===== config.mk =====
export PLATFORM = sky130hd
export DESIGN_NAME = multicycle_controller_flat
export DESIGN_NICKNAME = d
export VERILOG_FILES = /design/src/rtl/multicycle_controller_if.sv /design/src/rtl/multicycle_controller.sv /design/src/flat_wrapper.sv
export SDC_FILE = /design/constraint.sdc
export NUM_CORES = 1
export LEC_CHECK = 0
export ABC_AREA = 1
export ABC_CLOCK_PERIOD_IN_PS = 4200
export BUFFER_PORTS_ARGS = -buffer_cell sky130_fd_sc_hd__buf_4
export CAP_MARGIN = 20
export CORE_AREA = 8 8 45 47
export CTS_CLUSTER_DIAMETER = 80
export DETAILED_ROUTE_END_ITERATION = 12
export DIE_AREA = 0 0 53 55
export PLACE_DENSITY = 0.84
export SYNTH_ARGS = -nofsm -noshare
export SYNTH_HDL_FRONTEND = slang
export SYNTH_SLANG_ARGS = --single-unit

===== constraint.sdc =====
create_clock -name clk -period 4.2 [get_ports clk]
set_input_delay 0.42 -clock clk [delete_from_list [all_inputs] [get_ports clk]]
set_output_delay 0.42 -clock clk [all_outputs]
set_load 0.05 [all_outputs]

===== src/rtl/multicycle_controller_if.sv =====
// Control bundle between the multicycle controller and the RV32I datapath.
// The datapath side (master) supplies instruction fields and the ALU zero flag.
interface multicycle_controller_if;
  logic [6:0] op;
  logic [2:0] funct3;
  logic       funct7b5;
  logic       Zero;

  logic       PCWrite;
  logic       AdrSrc;
  logic       MemWrite;
  logic       IRWrite;
  logic [1:0] ResultSrc;
  logic [1:0] ALUSrcA;
  logic [1:0] ALUSrcB;
  logic       RegWrite;
  logic [2:0] ALUControl;
  logic [1:0] ImmSrc;
  logic       IllegalOp;

  modport master (
    output op, funct3, funct7b5, Zero,
    input  PCWrite, AdrSrc, MemWrite, IRWrite, ResultSrc, ALUSrcA, ALUSrcB,
           RegWrite, ALUControl, ImmSrc, IllegalOp
  );

  modport slave (
    input  op, funct3, funct7b5, Zero,
    output PCWrite, AdrSrc, MemWrite, IRWrite, ResultSrc, ALUSrcA, ALUSrcB,
           RegWrite, ALUControl, ImmSrc, IllegalOp
  );
endinterface


===== src/rtl/multicycle_controller.sv =====
// Moore control FSM for the multicycle RV32I core, with ALU and immediate
// decoders feeding the shared datapath.
module multicycle_controller (
  input  logic                   clk,
  input  logic                   reset,
  multicycle_controller_if.slave bus
);

  typedef enum logic [3:0] {
    S_FETCH    = 4'd0,
    S_DECODE   = 4'd1,
    S_MEMADR   = 4'd2,
    S_MEMREAD  = 4'd3,
    S_MEMWB    = 4'd4,
    S_MEMWRITE = 4'd5,
    S_EXECUTER = 4'd6,
    S_EXECUTEI = 4'd7,
    S_ALUWB    = 4'd8,
    S_JAL      = 4'd9,
    S_BEQ      = 4'd10
  } state_t;

  localparam logic [6:0] OP_LW   = 7'b0000011;
  localparam logic [6:0] OP_SW   = 7'b0100011;
  localparam logic [6:0] OP_R    = 7'b0110011;
  localparam logic [6:0] OP_I    = 7'b0010011;
  localparam logic [6:0] OP_BEQ  = 7'b1100011;
  localparam logic [6:0] OP_JAL  = 7'b1101111;

  state_t state;
  state_t state_next;
  state_t out_state;

  logic [1:0] alu_op;
  logic       branch;
  logic       pc_update;
  logic       ir_write;
  logic       adr_src;
  logic       mem_write;
  logic       reg_write;
  logic       illegal_op;
  logic [1:0] result_src;
  logic [1:0] alu_src_a;
  logic [1:0] alu_src_b;
  logic [2:0] alu_control;
  logic [1:0] imm_src;

  always_comb begin
    state_next = S_FETCH;
    case (state)
      S_FETCH:  state_next = S_DECODE;
      S_DECODE: begin
        case (bus.op)
          OP_LW, OP_SW: state_next = S_MEMADR;
          OP_R:         state_next = S_EXECUTER;
          OP_I:         state_next = S_EXECUTEI;
          OP_BEQ:       state_next = S_BEQ;
          OP_JAL:       state_next = S_JAL;
          default:      state_next = S_FETCH;
        endcase
      end
      S_MEMADR:   state_next = (bus.op == OP_SW) ? S_MEMWRITE : S_MEMREAD;
      S_MEMREAD:  state_next = S_MEMWB;
      S_EXECUTER: state_next = S_ALUWB;
      S_EXECUTEI: state_next = S_ALUWB;
      S_JAL:      state_next = S_ALUWB;
      default:    state_next = S_FETCH;
    endcase
  end

  // NOTE: sequential state uses non-blocking assignment so every flop samples
  // pre-edge values regardless of block evaluation order.
  always_ff @(posedge clk) begin
    if (reset) state <= S_FETCH;
    else       state <= state_next;
  end

  // While reset is held the outputs show FETCH regardless of the stored state.
  assign out_state = reset ? S_FETCH : state;

  // NOTE: every signal gets a default before the case, so no path through
  // this combinational block leaves one unassigned and infers a latch.
  always_comb begin
    alu_op     = 2'b00;
    branch     = 1'b0;
    pc_update  = 1'b0;
    ir_write   = 1'b0;
    adr_src    = 1'b0;
    mem_write  = 1'b0;
    reg_write  = 1'b0;
    illegal_op = 1'b0;
    result_src = 2'b00;
    alu_src_a  = 2'b00;
    alu_src_b  = 2'b00;
    case (out_state)
      S_FETCH: begin
        ir_write   = 1'b1;
        alu_src_b  = 2'b10;
        result_src = 2'b10;
        pc_update  = 1'b1;
      end
      S_DECODE: begin
        alu_src_a = 2'b01;
        alu_src_b = 2'b01;
        case (bus.op)
          OP_LW, OP_SW, OP_R, OP_I, OP_BEQ, OP_JAL: illegal_op = 1'b0;
          default:                                  illegal_op = 1'b1;
        endcase
      end
      S_MEMADR: begin
        alu_src_a = 2'b10;
        alu_src_b = 2'b01;
      end
      S_MEMREAD: adr_src = 1'b1;
      S_MEMWB: begin
        result_src = 2'b01;
        reg_write  = 1'b1;
      end
      S_MEMWRITE: begin
        adr_src   = 1'b1;
        mem_write = 1'b1;
      end
      S_EXECUTER: begin
        alu_src_a = 2'b10;
        alu_op    = 2'b10;
      end
      S_EXECUTEI: begin
        alu_src_a = 2'b10;
        alu_src_b = 2'b01;
        alu_op    = 2'b10;
      end
      S_ALUWB: reg_write = 1'b1;
      S_JAL: begin
        alu_src_a = 2'b01;
        alu_src_b = 2'b10;
        pc_update = 1'b1;
      end
      S_BEQ: begin
        alu_src_a = 2'b10;
        alu_op    = 2'b01;
        branch    = 1'b1;
      end
      default: ;
    endcase
  end

  always_comb begin
    alu_control = 3'b000;
    case (alu_op)
      2'b01: alu_control = 3'b001;
      2'b10: begin
        case (bus.funct3)
          3'b000:  alu_control = (bus.op[5] & bus.funct7b5) ? 3'b001 : 3'b000;
          3'b010:  alu_control = 3'b101;
          3'b110:  alu_control = 3'b011;
          3'b111:  alu_control = 3'b010;
          default: alu_control = 3'b000;
        endcase
      end
      default: alu_control = 3'b000;
    endcase
  end

  always_comb begin
    imm_src = 2'b00;
    case (bus.op)
      OP_SW:   imm_src = 2'b01;
      OP_BEQ:  imm_src = 2'b10;
      OP_JAL:  imm_src = 2'b11;
      default: imm_src = 2'b00;
    endcase
  end

  // Write enables are gated so an aborted instruction never commits.
  assign bus.PCWrite    = ~reset & (pc_update | (branch & bus.Zero));
  assign bus.IRWrite    = ~reset & ir_write;
  assign bus.MemWrite   = ~reset & mem_write;
  assign bus.RegWrite   = ~reset & reg_write;
  assign bus.IllegalOp  = ~reset & illegal_op;
  assign bus.AdrSrc     = adr_src;
  assign bus.ResultSrc  = result_src;
  assign bus.ALUSrcA    = alu_src_a;
  assign bus.ALUSrcB    = alu_src_b;
  assign bus.ALUControl = alu_control;
  assign bus.ImmSrc     = imm_src;

endmodule


===== src/flat_wrapper.sv =====
// flat-port wrapper written by rule: the top's interface ports become plain ports
module multicycle_controller_flat 
  (clk, reset, bus_op, bus_funct3, bus_funct7b5, bus_Zero, bus_PCWrite, bus_AdrSrc, bus_MemWrite, bus_IRWrite, bus_ResultSrc, bus_ALUSrcA, bus_ALUSrcB, bus_RegWrite, bus_ALUControl, bus_ImmSrc, bus_IllegalOp);
  multicycle_controller_if bus_i ();
  input  logic clk;
  input  logic reset;
  input wire logic [$bits(bus_i.op)-1:0] bus_op;
  input wire logic [$bits(bus_i.funct3)-1:0] bus_funct3;
  input wire logic [$bits(bus_i.funct7b5)-1:0] bus_funct7b5;
  input wire logic [$bits(bus_i.Zero)-1:0] bus_Zero;
  output wire logic [$bits(bus_i.PCWrite)-1:0] bus_PCWrite;
  output wire logic [$bits(bus_i.AdrSrc)-1:0] bus_AdrSrc;
  output wire logic [$bits(bus_i.MemWrite)-1:0] bus_MemWrite;
  output wire logic [$bits(bus_i.IRWrite)-1:0] bus_IRWrite;
  output wire logic [$bits(bus_i.ResultSrc)-1:0] bus_ResultSrc;
  output wire logic [$bits(bus_i.ALUSrcA)-1:0] bus_ALUSrcA;
  output wire logic [$bits(bus_i.ALUSrcB)-1:0] bus_ALUSrcB;
  output wire logic [$bits(bus_i.RegWrite)-1:0] bus_RegWrite;
  output wire logic [$bits(bus_i.ALUControl)-1:0] bus_ALUControl;
  output wire logic [$bits(bus_i.ImmSrc)-1:0] bus_ImmSrc;
  output wire logic [$bits(bus_i.IllegalOp)-1:0] bus_IllegalOp;
  assign bus_i.op = bus_op;
  assign bus_i.funct3 = bus_funct3;
  assign bus_i.funct7b5 = bus_funct7b5;
  assign bus_i.Zero = bus_Zero;
  assign bus_PCWrite = bus_i.PCWrite;
  assign bus_AdrSrc = bus_i.AdrSrc;
  assign bus_MemWrite = bus_i.MemWrite;
  assign bus_IRWrite = bus_i.IRWrite;
  assign bus_ResultSrc = bus_i.ResultSrc;
  assign bus_ALUSrcA = bus_i.ALUSrcA;
  assign bus_ALUSrcB = bus_i.ALUSrcB;
  assign bus_RegWrite = bus_i.RegWrite;
  assign bus_ALUControl = bus_i.ALUControl;
  assign bus_ImmSrc = bus_i.ImmSrc;
  assign bus_IllegalOp = bus_i.IllegalOp;
  multicycle_controller u_core (.clk(clk), .reset(reset), .bus(bus_i));
endmodule

==> results.sh <==
export IMPL_port_buffers=30
export IMPL_cp_endpoint="bus_ALUControl[0]"
export IMPL_crit_path_cell_trace="inv_4, nor2_4, nand2_2, nor2_4, inv_1, ha_1, nor2_1, nand2_1, o221ai_1, buf_4"
export IMPL_fin_crit_sh_pct=59.9
export IMPL_die_w_um=53
export IMPL_grt_pass1_vias=770
export IMPL_setup_viol=0
export IMPL_grt_use_total_pct=12.2
export IMPL_ys_seq_elements=4
export IMPL_cp_num_cells=10
export IMPL_syn_inst=106
export IMPL_final_hold_viol_count=0
export IMPL_fillCellCount=129
export IMPL_cts_root_buf="clkbuf_4"
export IMPL_clk_path_buf_depth=2
export IMPL_yosys_most_used_dff="dfxtp_1"
export IMPL_drc=0
export IMPL_drtPass1Iterations=4
export IMPL_met3_usage_pct=2.41
export IMPL_start_kind="register"
export IMPL_num_vias=785
export IMPL_hold_class="input pin to register"
export IMPL_ant_nets=0
export IMPL_gr_max_usage_layer="met2"
export IMPL_critPathTopFamily="simple AND/OR/NAND/NOR gates"
export IMPL_synth_edf_count=0
export IMPL_worstSetupEndpointType="primary output"
export IMPL_drt_initial_drc_count=24
export IMPL_largest_reg_flops=4
export IMPL_slew_violations=0
export IMPL_rr_worst_depth=7
export IMPL_routed_wl_um=1780
export IMPL_clk_pin_slew_ps=30
export IMPL_clk_insertion_delay_late_ps=230
export IMPL_drive_gt1_share_pct=39.9
export IMPL_skew_ps=0.831
export IMPL_largest_register="u_core.state"
export IMPL_core_sq_um=1380
export IMPL_clock_sinks=4
export IMPL_post_cts_buffers=0
export IMPL_maxCapViolations=0
export IMPL_grt_ovfl_total=0
export IMPL_cts_buffers=3
export IMPL_fin_crit_ps=2520
export IMPL_powerDensity_nw_per_um2=172
export IMPL_grt_first_pass_wirelength_um=2820
export IMPL_reg2reg_slack_ps=3040
export IMPL_min_path_cells=2
export IMPL_fin_tns_setup_ps=0
export IMPL_yosys_area_top_type="nand2_1"
export IMPL_grt_use_met1_pct=11.1
export IMPL_synth_top_area_share_pct=14.8
export IMPL_rows=14
export IMPL_final_area_sq_um=865
export IMPL_cts_tree="done"
export IMPL_wl_per_cell_um=11.6
export IMPL_critPathMaxStageDelay_ps=470
export IMPL_placed_area_sq_um=842
export IMPL_place_gp_congestion=0.902
export IMPL_p_leak_nw=0.438
export IMPL_layout_nets=156
export IMPL_synth_nets=122
export IMPL_post_cts_resized=0
export IMPL_rsz0062_at_grt="false"
export IMPL_dieHeight_um=55
export IMPL_antenna_found_initial=0
export IMPL_max_freq_mhz=397
export IMPL_cp_buffers_inverters=3
export IMPL_grt_use_met2_pct=24.2
export IMPL_synth_yosys_seq_area_share_pct=13.2
export IMPL_ys_warnings_count=0
export IMPL_diodes=0
export IMPL_crit_top_cell="nor2_4"
export IMPL_reg_largest_list="u_core.state (4)"
export IMPL_viasPerCell=5.10
export IMPL_synth_distinct_cells=22
export IMPL_reg2reg_to="u_core.state[0]$_SDFF_PP0_"
export IMPL_required_ps=3780
export IMPL_tightestPinTransition_ps=296
export IMPL_netlist_area_sq_um=608
export IMPL_dp_hpwl_um=1560
export IMPL_ir_worst_vdd_mv=0.157
export IMPL_die_area_sq_um=2920
export IMPL_start_util_pct=43.9
export IMPL_critPathKind="register to primary output"
export IMPL_startpoint="u_core.state[1]$_SDFF_PP0_"
export IMPL_synth_area_leaders="nand2_1, dfxtp_1, nor2_1"
export IMPL_status="completed"
export IMPL_crit_fanout=6
export IMPL_syn_to_final_growth_pct=42.2
export IMPL_cts_hold_buf=0
export IMPL_cts_htree_levels=1
export IMPL_crit_path_top_delay_cell="dfxtp_1"
export IMPL_syn_avg_cell_area_sq_um=5.74
export IMPL_post_synth_top_count_cell="nand2_1"
export IMPL_max_slew_margin_pct=80.2
export IMPL_synthTopCellsByCount="nand2_1, nor2_1, inv_1"
export IMPL_cp_arrival_ps=2100
export IMPL_synthArstFlopShare_pct=0
export IMPL_grt_max_degree=10
export IMPL_top_level_ports=31
export IMPL_reg2reg_from="u_core.state[1]$_SDFF_PP0_"
metal layers:
layer	vias to the layer above	wire, um
met5	-	0
li1	399	-
met2	27	995
met1	359	652
met3	0	136
met4	0	0
area by class of cell:
type | count | area (sq um) | share of cell area, %
clock buffers | 3 | 22.5 | 2.60
repair buffers | 30 | 225 | 26.0
multi-input cells | 82 | 442 | 51.1
inverters | 19 | 75.1 | 8.68
well taps | 16 | 20.0 | 2.32
flip-flops and latches | 4 | 80.1 | 9.26
through the flow:
stage                     worst slack [ps]  total power, W  cells  util (%)  hold slack (ps)
after CTS                             1660        0.000152    154      62.5              453
final                                 1680        0.000149    154      62.5              467
after global placement                1890        0.000103    151      60.8              653
after floorplan                       1300       0.0000819    106         -              601
after detailed placement              1810        0.000104    151      60.8              668
after global routing                  1560        0.000157    154      62.5              479
worst min path at each step:
stage | to | start
2_1_floorplan | u_core.state[3]$_SDFF_PP0_ | u_core.state[2]$_SDFF_PP0_
3_3_place_gp | u_core.state[3]$_SDFF_PP0_ | u_core.state[2]$_SDFF_PP0_
3_5_place_dp | u_core.state[3]$_SDFF_PP0_ | u_core.state[2]$_SDFF_PP0_
4_1_cts | u_core.state[0]$_SDFF_PP0_ | reset
5_1_grt | u_core.state[0]$_SDFF_PP0_ | reset
6_report | u_core.state[1]$_SDFF_PP0_ | reset
worst register-to-register path, stage by stage (launching register included):
cell and delay [ps]:
dfxtp_1 470, inv_4 100, nand2_2 100, nor2_4 60
nand3_1 60, nand2_1 50, nor2_1 140, nor2_1 60
power by group:
group / internal, W / total (W) / switching [W]
Sequential: 0.0000393 / 0.0000410 / 0.00000164
Combinational: 0.0000220 / 0.0000627 / 0.0000407
Clock: 0.0000318 / 0.0000449 / 0.0000131
cells by family after synthesis:
kind of cell | after synthesis | synth area share, %
AOI/OAI and AO/OA | 10 | 9.67
adders and majority gates | 2 | 4.11
buffers and inverters | 20 | 14.2
DFF | 4 | 13.2
and+or+nand+nor | 70 | 58.8
cell usage in the layout, fill, tap and decap left out, types with 2 or more instances in the layout:
master / n
buf_4: 30
nand2_1: 24
nor2_1: 17
inv_1: 13
nand3_1: 10
nand2_2: 5
a21oi_1: 5
inv_2: 4
nor2_2: 4
nor2_4: 4
dfxtp_1: 4
clkbuf_4: 3
nand4_1: 2
nor3_1: 2
o21ai_0: 2
ha_1: 2
(Power assumes the default switching activity.)
